`src/rtl/bram_window_reader_if.sv`:
```
// Window output channel of bram_window_reader: 3x3 pixel window, centre address and edge flag,
// with a valid/ready handshake. The reader drives the master side, the consumer the slave side.
interface bram_window_reader_if #(
    parameter int unsigned ADDR_WIDTH = 16,
    parameter int unsigned PIX_WIDTH  = 24
);
    logic [9*PIX_WIDTH-1:0] win_data;
    logic                   win_edge;
    logic                   win_valid;
    logic                   win_ready;
    logic [ADDR_WIDTH-1:0]  win_addr;

    modport master (output win_data, win_edge, win_valid, win_addr, input win_ready);
    modport slave  (input win_data, win_edge, win_valid, win_addr, output win_ready);
endinterface

```
`src/rtl/bram_window_reader.sv`:
```
// Raster-scan 3x3 window fetcher over a BRAM-resident image; edge pixels return the centre only.
// Optional macro WIN_STALL_CNT_EN adds a saturating count of consumer-stall cycles (stall_cnt).
module bram_window_reader #(
    parameter int unsigned WIDTH      = 205,
    parameter int unsigned HEIGHT     = 308,
    parameter int unsigned ADDR_WIDTH = 16,
    parameter int unsigned COL_WIDTH  = 8,
    parameter int unsigned NB_COL     = 3
) (
    input  logic                         clk,
    input  logic                         rst_n,
    input  logic                         start,
    output logic [ADDR_WIDTH-1:0]        bram_addr,
    output logic                         bram_re,
    input  logic [NB_COL*COL_WIDTH-1:0]  bram_do,
    bram_window_reader_if.master         win,
    output logic                         busy,
    output logic                         done
`ifdef WIN_STALL_CNT_EN
    ,
    output logic [31:0]                  stall_cnt
`endif
);
    localparam int unsigned PIX_W  = NB_COL * COL_WIDTH;
    localparam int unsigned WIN_W  = 9 * PIX_W;
    localparam int unsigned ROW_W  = (HEIGHT > 1) ? $clog2(HEIGHT) : 1;
    localparam int unsigned COL_W  = (WIDTH > 1) ? $clog2(WIDTH) : 1;
    localparam int unsigned SLOT_W = 4;

    localparam logic [SLOT_W-1:0]     SLOT_CTR  = SLOT_W'(4);
    localparam logic [SLOT_W-1:0]     SLOT_LAST = SLOT_W'(8);
    localparam logic [ADDR_WIDTH-1:0] LAST_ADDR = ADDR_WIDTH'(WIDTH * HEIGHT - 1);

    typedef enum logic [1:0] {
        S_IDLE,
        S_FETCH,
        S_EMIT,
        S_DONE
    } state_t;

    state_t                  state_q, state_d;
    logic [ROW_W-1:0]        row_q, row_d;
    logic [COL_W-1:0]        col_q, col_d;
    logic [ADDR_WIDTH-1:0]   ctr_q, ctr_d;
    logic [SLOT_W-1:0]       slot_q, slot_d;
    logic                    cap_en_q, cap_en_d;
    logic [SLOT_W-1:0]       cap_slot_q, cap_slot_d;
    logic                    re_q, re_d;
    logic [ADDR_WIDTH-1:0]   addr_q, addr_d;
    logic [WIN_W-1:0]        data_q, data_d;
    logic                    edge_q, edge_d;
    logic                    valid_q, valid_d;
    logic [ADDR_WIDTH-1:0]   waddr_q, waddr_d;
    logic                    busy_q, busy_d;
    logic                    done_q, done_d;

    logic [ROW_W-1:0]        inc_row;
    logic [COL_W-1:0]        inc_col;
    logic                    load_pix;
    logic                    lp_edge;
    logic [ROW_W-1:0]        lp_row;
    logic [COL_W-1:0]        lp_col;
    logic [ADDR_WIDTH-1:0]   lp_ctr;

    // Neighbour address for slot s (row-major tl..br) around centre c.
    function automatic logic [ADDR_WIDTH-1:0] nbr_addr(input logic [ADDR_WIDTH-1:0] c,
                                                       input logic [SLOT_W-1:0]     s);
        logic [1:0] r;
        logic [1:0] q;
        r = 2'(s / SLOT_W'(3));
        q = 2'(s % SLOT_W'(3));
        return c - ADDR_WIDTH'(WIDTH) - ADDR_WIDTH'(1)
                 + ADDR_WIDTH'(r) * ADDR_WIDTH'(WIDTH) + ADDR_WIDTH'(q);
    endfunction

    function automatic logic is_edge(input logic [ROW_W-1:0] r, input logic [COL_W-1:0] c);
        return (r == '0) || (r == ROW_W'(HEIGHT - 1)) || (c == '0) || (c == COL_W'(WIDTH - 1));
    endfunction

    // Raster successor of the current pixel.
    always_comb begin
        inc_col = col_q + COL_W'(1);
        inc_row = row_q;
        if (col_q == COL_W'(WIDTH - 1)) begin
            inc_col = '0;
            inc_row = row_q + ROW_W'(1);
        end
    end

    always_comb begin
        state_d    = state_q;
        row_d      = row_q;
        col_d      = col_q;
        ctr_d      = ctr_q;
        slot_d     = slot_q;
        cap_en_d   = re_q;
        cap_slot_d = slot_q;
        re_d       = 1'b0;
        addr_d     = addr_q;
        data_d     = data_q;
        edge_d     = edge_q;
        valid_d    = valid_q;
        waddr_d    = waddr_q;
        done_d     = 1'b0;
        load_pix   = 1'b0;
        lp_edge    = 1'b0;
        lp_row     = '0;
        lp_col     = '0;
        lp_ctr     = '0;

        case (state_q)
            S_IDLE: begin
                if (start) begin
                    load_pix = 1'b1;
                    state_d  = S_FETCH;
                end
            end
            S_FETCH: begin
                if (re_q && !edge_q && (slot_q != SLOT_LAST)) begin
                    re_d   = 1'b1;
                    slot_d = slot_q + SLOT_W'(1);
                    addr_d = nbr_addr(ctr_q, slot_q + SLOT_W'(1));
                end
                for (int k = 0; k < 9; k++) begin
                    if (cap_en_q && (cap_slot_q == SLOT_W'(k))) begin
                        data_d[k*PIX_W +: PIX_W] = bram_do;
                    end
                end
                // Last capture lands: slot 8 for interior pixels, the centre slot for edges.
                if (cap_en_q && (edge_q || (cap_slot_q == SLOT_LAST))) begin
                    state_d = S_EMIT;
                    valid_d = 1'b1;
                end
            end
            S_EMIT: begin
                if (valid_q && win.win_ready) begin
                    valid_d = 1'b0;
                    if (ctr_q == LAST_ADDR) begin
                        state_d = S_DONE;
                        done_d  = 1'b1;
                    end else begin
                        load_pix = 1'b1;
                        lp_row   = inc_row;
                        lp_col   = inc_col;
                        lp_ctr   = ctr_q + ADDR_WIDTH'(1);
                        state_d  = S_FETCH;
                    end
                end
            end
            S_DONE: begin
                state_d = S_IDLE;
            end
            default: begin
                state_d = S_IDLE;
            end
        endcase

        // Entering FETCH for a new pixel: first read goes out on the entry cycle.
        if (load_pix) begin
            lp_edge = is_edge(lp_row, lp_col);
            row_d   = lp_row;
            col_d   = lp_col;
            ctr_d   = lp_ctr;
            edge_d  = lp_edge;
            data_d  = '0;
            waddr_d = lp_ctr;
            re_d    = 1'b1;
            slot_d  = lp_edge ? SLOT_CTR : '0;
            addr_d  = lp_edge ? lp_ctr : nbr_addr(lp_ctr, '0);
        end

        busy_d = (state_d == S_FETCH) || (state_d == S_EMIT);
    end

    always_ff @(posedge clk or negedge rst_n) begin
        if (!rst_n) begin
            state_q    <= S_IDLE;
            row_q      <= '0;
            col_q      <= '0;
            ctr_q      <= '0;
            slot_q     <= '0;
            cap_en_q   <= 1'b0;
            cap_slot_q <= '0;
            re_q       <= 1'b0;
            addr_q     <= '0;
            data_q     <= '0;
            edge_q     <= 1'b0;
            valid_q    <= 1'b0;
            waddr_q    <= '0;
            busy_q     <= 1'b0;
            done_q     <= 1'b0;
        end else begin
            state_q    <= state_d;
            row_q      <= row_d;
            col_q      <= col_d;
            ctr_q      <= ctr_d;
            slot_q     <= slot_d;
            cap_en_q   <= cap_en_d;
            cap_slot_q <= cap_slot_d;
            re_q       <= re_d;
            addr_q     <= addr_d;
            data_q     <= data_d;
            edge_q     <= edge_d;
            valid_q    <= valid_d;
            waddr_q    <= waddr_d;
            busy_q     <= busy_d;
            done_q     <= done_d;
        end
    end

    assign bram_addr     = addr_q;
    assign bram_re       = re_q;
    assign win.win_data  = data_q;
    assign win.win_edge  = edge_q;
    assign win.win_valid = valid_q;
    assign win.win_addr  = waddr_q;
    assign busy          = busy_q;
    assign done          = done_q;

`ifdef WIN_STALL_CNT_EN
    logic [31:0] stall_q;

    // Cycles a window waited on the consumer; restarts with each accepted scan start.
    always_ff @(posedge clk or negedge rst_n) begin
        if (!rst_n) begin
            stall_q <= '0;
        end else if ((state_q == S_IDLE) && start) begin
            stall_q <= '0;
        end else if (valid_q && !win.win_ready && (stall_q != '1)) begin
            stall_q <= stall_q + 32'(1);
        end
    end

    assign stall_cnt = stall_q;
`endif

endmodule
```
`src/flat_wrapper.sv`:
```
// flat-port wrapper written by rule: the top's interface ports become plain ports
module bram_window_reader_flat 
#(
    parameter int unsigned WIDTH      = 205,
    parameter int unsigned HEIGHT     = 308,
    parameter int unsigned ADDR_WIDTH = 16,
    parameter int unsigned COL_WIDTH  = 8,
    parameter int unsigned NB_COL     = 3
)
  (clk, rst_n, start, bram_addr, bram_re, bram_do, busy, done, win_win_data, win_win_edge, win_win_valid, win_win_addr, win_win_ready);
  bram_window_reader_if #(.ADDR_WIDTH(ADDR_WIDTH)) win_i ();
  input  logic clk;
  input  logic rst_n;
  input  logic start;
  output logic [ADDR_WIDTH-1:0] bram_addr;
  output logic bram_re;
  input  logic [NB_COL*COL_WIDTH-1:0] bram_do;
  output logic busy;
  output logic done;
  output wire logic [$bits(win_i.win_data)-1:0] win_win_data;
  output wire logic [$bits(win_i.win_edge)-1:0] win_win_edge;
  output wire logic [$bits(win_i.win_valid)-1:0] win_win_valid;
  output wire logic [$bits(win_i.win_addr)-1:0] win_win_addr;
  input wire logic [$bits(win_i.win_ready)-1:0] win_win_ready;
  assign win_win_data = win_i.win_data;
  assign win_win_edge = win_i.win_edge;
  assign win_win_valid = win_i.win_valid;
  assign win_win_addr = win_i.win_addr;
  assign win_i.win_ready = win_win_ready;
  bram_window_reader #(.WIDTH(WIDTH), .HEIGHT(HEIGHT), .ADDR_WIDTH(ADDR_WIDTH), .COL_WIDTH(COL_WIDTH), .NB_COL(NB_COL)) u_core (.clk(clk), .rst_n(rst_n), .start(start), .bram_addr(bram_addr), .bram_re(bram_re), .bram_do(bram_do), .win(win_i), .busy(busy), .done(done));
endmodule
```
`config.mk`:
```
export PLATFORM = sky130hd
export DESIGN_NAME = bram_window_reader_flat
export DESIGN_NICKNAME = d
export VERILOG_FILES = /design/src/rtl/bram_window_reader_if.sv /design/src/rtl/bram_window_reader.sv /design/src/flat_wrapper.sv
export SDC_FILE = /design/constraint.sdc
export NUM_CORES = 1
export LEC_CHECK = 0
export ABC_AREA = 1
export CAP_MARGIN = 20
export CORE_ASPECT_RATIO = 0.9
export CORE_MARGIN = 2
export CORE_UTILIZATION = 50
export CTS_BUF_LIST = sky130_fd_sc_hd__clkbuf_2 sky130_fd_sc_hd__clkbuf_4 sky130_fd_sc_hd__clkbuf_8
export CTS_CLUSTER_DIAMETER = 40
export CTS_CLUSTER_SIZE = 16
export DETAILED_ROUTE_END_ITERATION = 10
export GPL_ROUTABILITY_DRIVEN = 1
export PLACE_DENSITY = 0.78
export RECOVER_POWER = 100
export SLEW_MARGIN = 20
export SYNTH_ARGS = -nofsm -noshare
export SYNTH_HDL_FRONTEND = slang
export SYNTH_SLANG_ARGS = --single-unit
```
`constraint.sdc`:
```
create_clock -name clk -period 4.75 [get_ports clk]
set_input_delay 1.1875 -clock clk [delete_from_list [all_inputs] [get_ports clk]]
set_output_delay 1.1875 -clock clk [all_outputs]
set_load 0.03 [all_outputs]
```
==> flow_summary.json <==
{
  "path_class": "reg2reg",
  "drc": 0,
  "hpwl_um": 29330,
  "htree_levels": 2,
  "area_delta_synth_final_pct": 30.88,
  "antenna_found_initial": 0,
  "wl_um": 41090,
  "fin_crit_sh_pct": 94.61,
  "synth_edf_count": 0,
  "synth_flop_cell": "dfrtp_1",
  "nets": 1886,
  "cp-start-kind": "flop",
  "period_minus_slack_ps": 4494,
  "row_count": 56,
  "power_mw": 14.23,
  "p_switching_mw": 7.012,
  "p_per_area_mw_per_mm2": 818.9,
  "hold_viol_final": 0,
  "drt_first_pass_iters": 6,
  "port_buffers": 280,
  "netlist-cell-type-count": 46,
  "ys_seq_area_share_pct": 52.95,
  "wl_per_cell_um": 18.76,
  "finClkSkew_ps": 48.28,
  "p_sw_share_pct": 49.27,
  "final_common_cell": "nand2_1",
  "fin_util_pct": 66.68,
  "clock_latency_ps": 560,
  "tightestPinTransition_ps": 3270,
  "core_sq_mm": 0.02607,
  "slew_headroom_pct": -118.0,
  "violations": "max-capacitance violations, max-slew violations",
  "p_seq_share_pct": 26.9,
  "clkPwrFrac_pct": 15.3,
  "min_path_type": "reg2reg",
  "setup_ws_ps": 256.2,
  "diodes": 0,
  "synth_area_leader_cell": "dfrtp_1",
  "reg2reg_depth": 38,
  "cts_tree": "yes",
  "p_comb_share_pct": 57.8,
  "cp.required_ps": 5160,
  "ys_warn_count": 0,
  "initial_core_util_pct": 50.95,
  "drive_above_1_share_pct": 10.04,
  "root_buffer": "clkbuf_8",
  "die_y_um": 158.6,
  "cap_violations": 1,
  "ios": 281,
  "grt_pass1_wl_um": 63670,
  "leakage_nw": 8.525,
  "ant_nets": 0,
  "arrival_ps": 4910,
  "track_usage_pct": 29.23,
  "grt_max_degree": 131,
  "via_per_inst": 5.483,
  "syn-cell-area_sq_mm": 0.01328,
  "setup-tns-final_ps": 0,
  "drtIter0Drc": 1118,
  "vias": 12014,
  "clock-sinks": 281,
  "whs_ps": 404.9,
  "path_delay_family": "simple AND/OR/NAND/NOR gates",
  "syn_inst": 1540,
  "fp.dieArea_sq_mm": 0.02788,
  "ctsHoldBuffers": 0,
  "yosysTopAreaCellShare_pct": 52.95,
  "slowest_delay_ps": 500,
  "dp_slack_ps": 90.42,
  "internal_power_mw": 7.219,
  "avgSynthCellArea_sq_um": 8.623,
  "synth-async-reset-ratio_pct": 100.0,
  "final_cell_mix": "nand2_1, dfrtp_1, o21ai_0",
  "hold_depth": 0,
  "critPathBufInv": 8,
  "cts.path.max_buffers": 3,
  "ir_drop_uv": 439.4,
  "cts_buffers": 37,
  "gp_congestion": 0.9638,
  "crit_fanout": 3,
  "max_freq_ghz": 0.2225,
  "path_depth": 38,
  "synth_area_leaders": "dfrtp_1, nand2_1, o21ai_0, ha_1, inv_1",
  "slew_viol_final": 129,
  "critPathSlowestCell": "fa_1",
  "die_w_um": 175.8,
  "critPathCaptureType": "flop",
  "status": "finished with violations",
  "ys_ff_latch": 281,
  "grt_pass1_vias": 11219,
  "clk_pin_slew_ps": 70,
  "syn-num-nets": 1612,
  "grt-ovfl-total": 0,
  "finalSetupViolations": 0
}
logic make-up (layout without fill, tap and decap cells):
logic type               count (synthesis)  after routing  share of synthesized area, %
XOR/XNOR                                21             21                         1.385
adder cells (fa/ha/maj)                 44             44                         4.259
AND/OR/NAND/NOR                        666            666                         21.75
buffers and inverters                  191            494                         6.332
AO/OA/AOI/OAI                          337            337                         13.32
flip-flops                             281            281                         52.95
layout make-up:
| type | count | area [sq um] |
|---|---|---|
| clock inverters | 27 | 357.8 |
| clock buffers | 41 | 558.0 |
| fillers | 2135 | 8686 |
| repair buffers | 299 | 2962 |
| well taps | 348 | 435.4 |
| flip-flops and latches | 281 | 7033 |
| multi-input cells | 1068 | 5553 |
| inverters | 127 | 480.5 |
through the flow:
| step | cells | area (sq um) |
|---|---|---|
| after floorplan | 1540 | 13280 |
| after global placement | 2116 | 16340 |
| after detailed placement | 2116 | 16340 |
| after CTS | 2184 | 17260 |
| after global routing | 2191 | 17380 |
| final | 2191 | 17380 |
per-layer routing:
layer  vias up  wire (um)  global-route usage (%)
met4         0       1076                   9.012
met1      5826      17600                   40.34
met5         -          0                       0
met3        74       2939                   4.250
met2       514      19470                   48.29
li1       5600          -                       -
registers in the layout (all words and copies together), names as in the netlist:
name / cells
u_core.bram_addr: 16
u_core.bram_re: 1
u_core.cap_en_q: 1
u_core.cap_slot_q: 4
u_core.done: 1
u_core.busy: 1
u_core.ctr_q: 16
u_core.cap_slot_d: 4
u_core.win.win_data: 216
u_core.state_q: 2
u_core.win.win_valid: 1
u_core.row_q: 9
u_core.win.win_edge: 1
u_core.col_q: 8
synth_stat cells, types with 14 or more instances:
cell type / n
inv_1: 114
nand4_1: 19
a21oi_1: 29
nand3_1: 49
xor2_1: 21
nand2_1: 457
ha_1: 42
nor2_2: 14
clkbuf_1: 23
o21ai_0: 272
buf_2: 24
dfrtp_1: 281
nor2_1: 73
timing repair:
item,CTS,global route
resized for setup,0,28
setup buffers,0,7
setup endpoints to repair,0,9
power groups by stage:
stage | logic (mW) | clock network, mW | registers (mW)
floorplan | 3.36 | 0 | 5.56
global placement | 7.99 | 0 | 3.87
detailed placement | 8.12 | 0 | 3.90
CTS | 8.18 | 2.21 | 3.86
global route | 8.94 | 2.31 | 3.94
finish | 8.22 | 2.18 | 3.83
path summary, 6_finish.rpt:
kind,start,to,slack [ps]
setup / recovery,u_core.cap_slot_d[0]$_DFFE_PN0P_,u_core.bram_addr[10]$_DFFE_PN0P_,260
hold / removal,u_core.bram_re$_DFF_PN0_,u_core.cap_en_q$_DFF_PN0_,400
setup reg to reg,u_core.cap_slot_d[0]$_DFFE_PN0P_,u_core.bram_addr[10]$_DFFE_PN0P_,260
hold reg to reg,u_core.bram_re$_DFF_PN0_,u_core.cap_en_q$_DFF_PN0_,400
max in group asynchronous,rst_n,u_core.win.win_data[155]$_DFFE_PN0P_,1150
min in group asynchronous,rst_n,u_core.win.win_data[187]$_DFFE_PN0P_,1670
(Power assumes the default switching activity.)
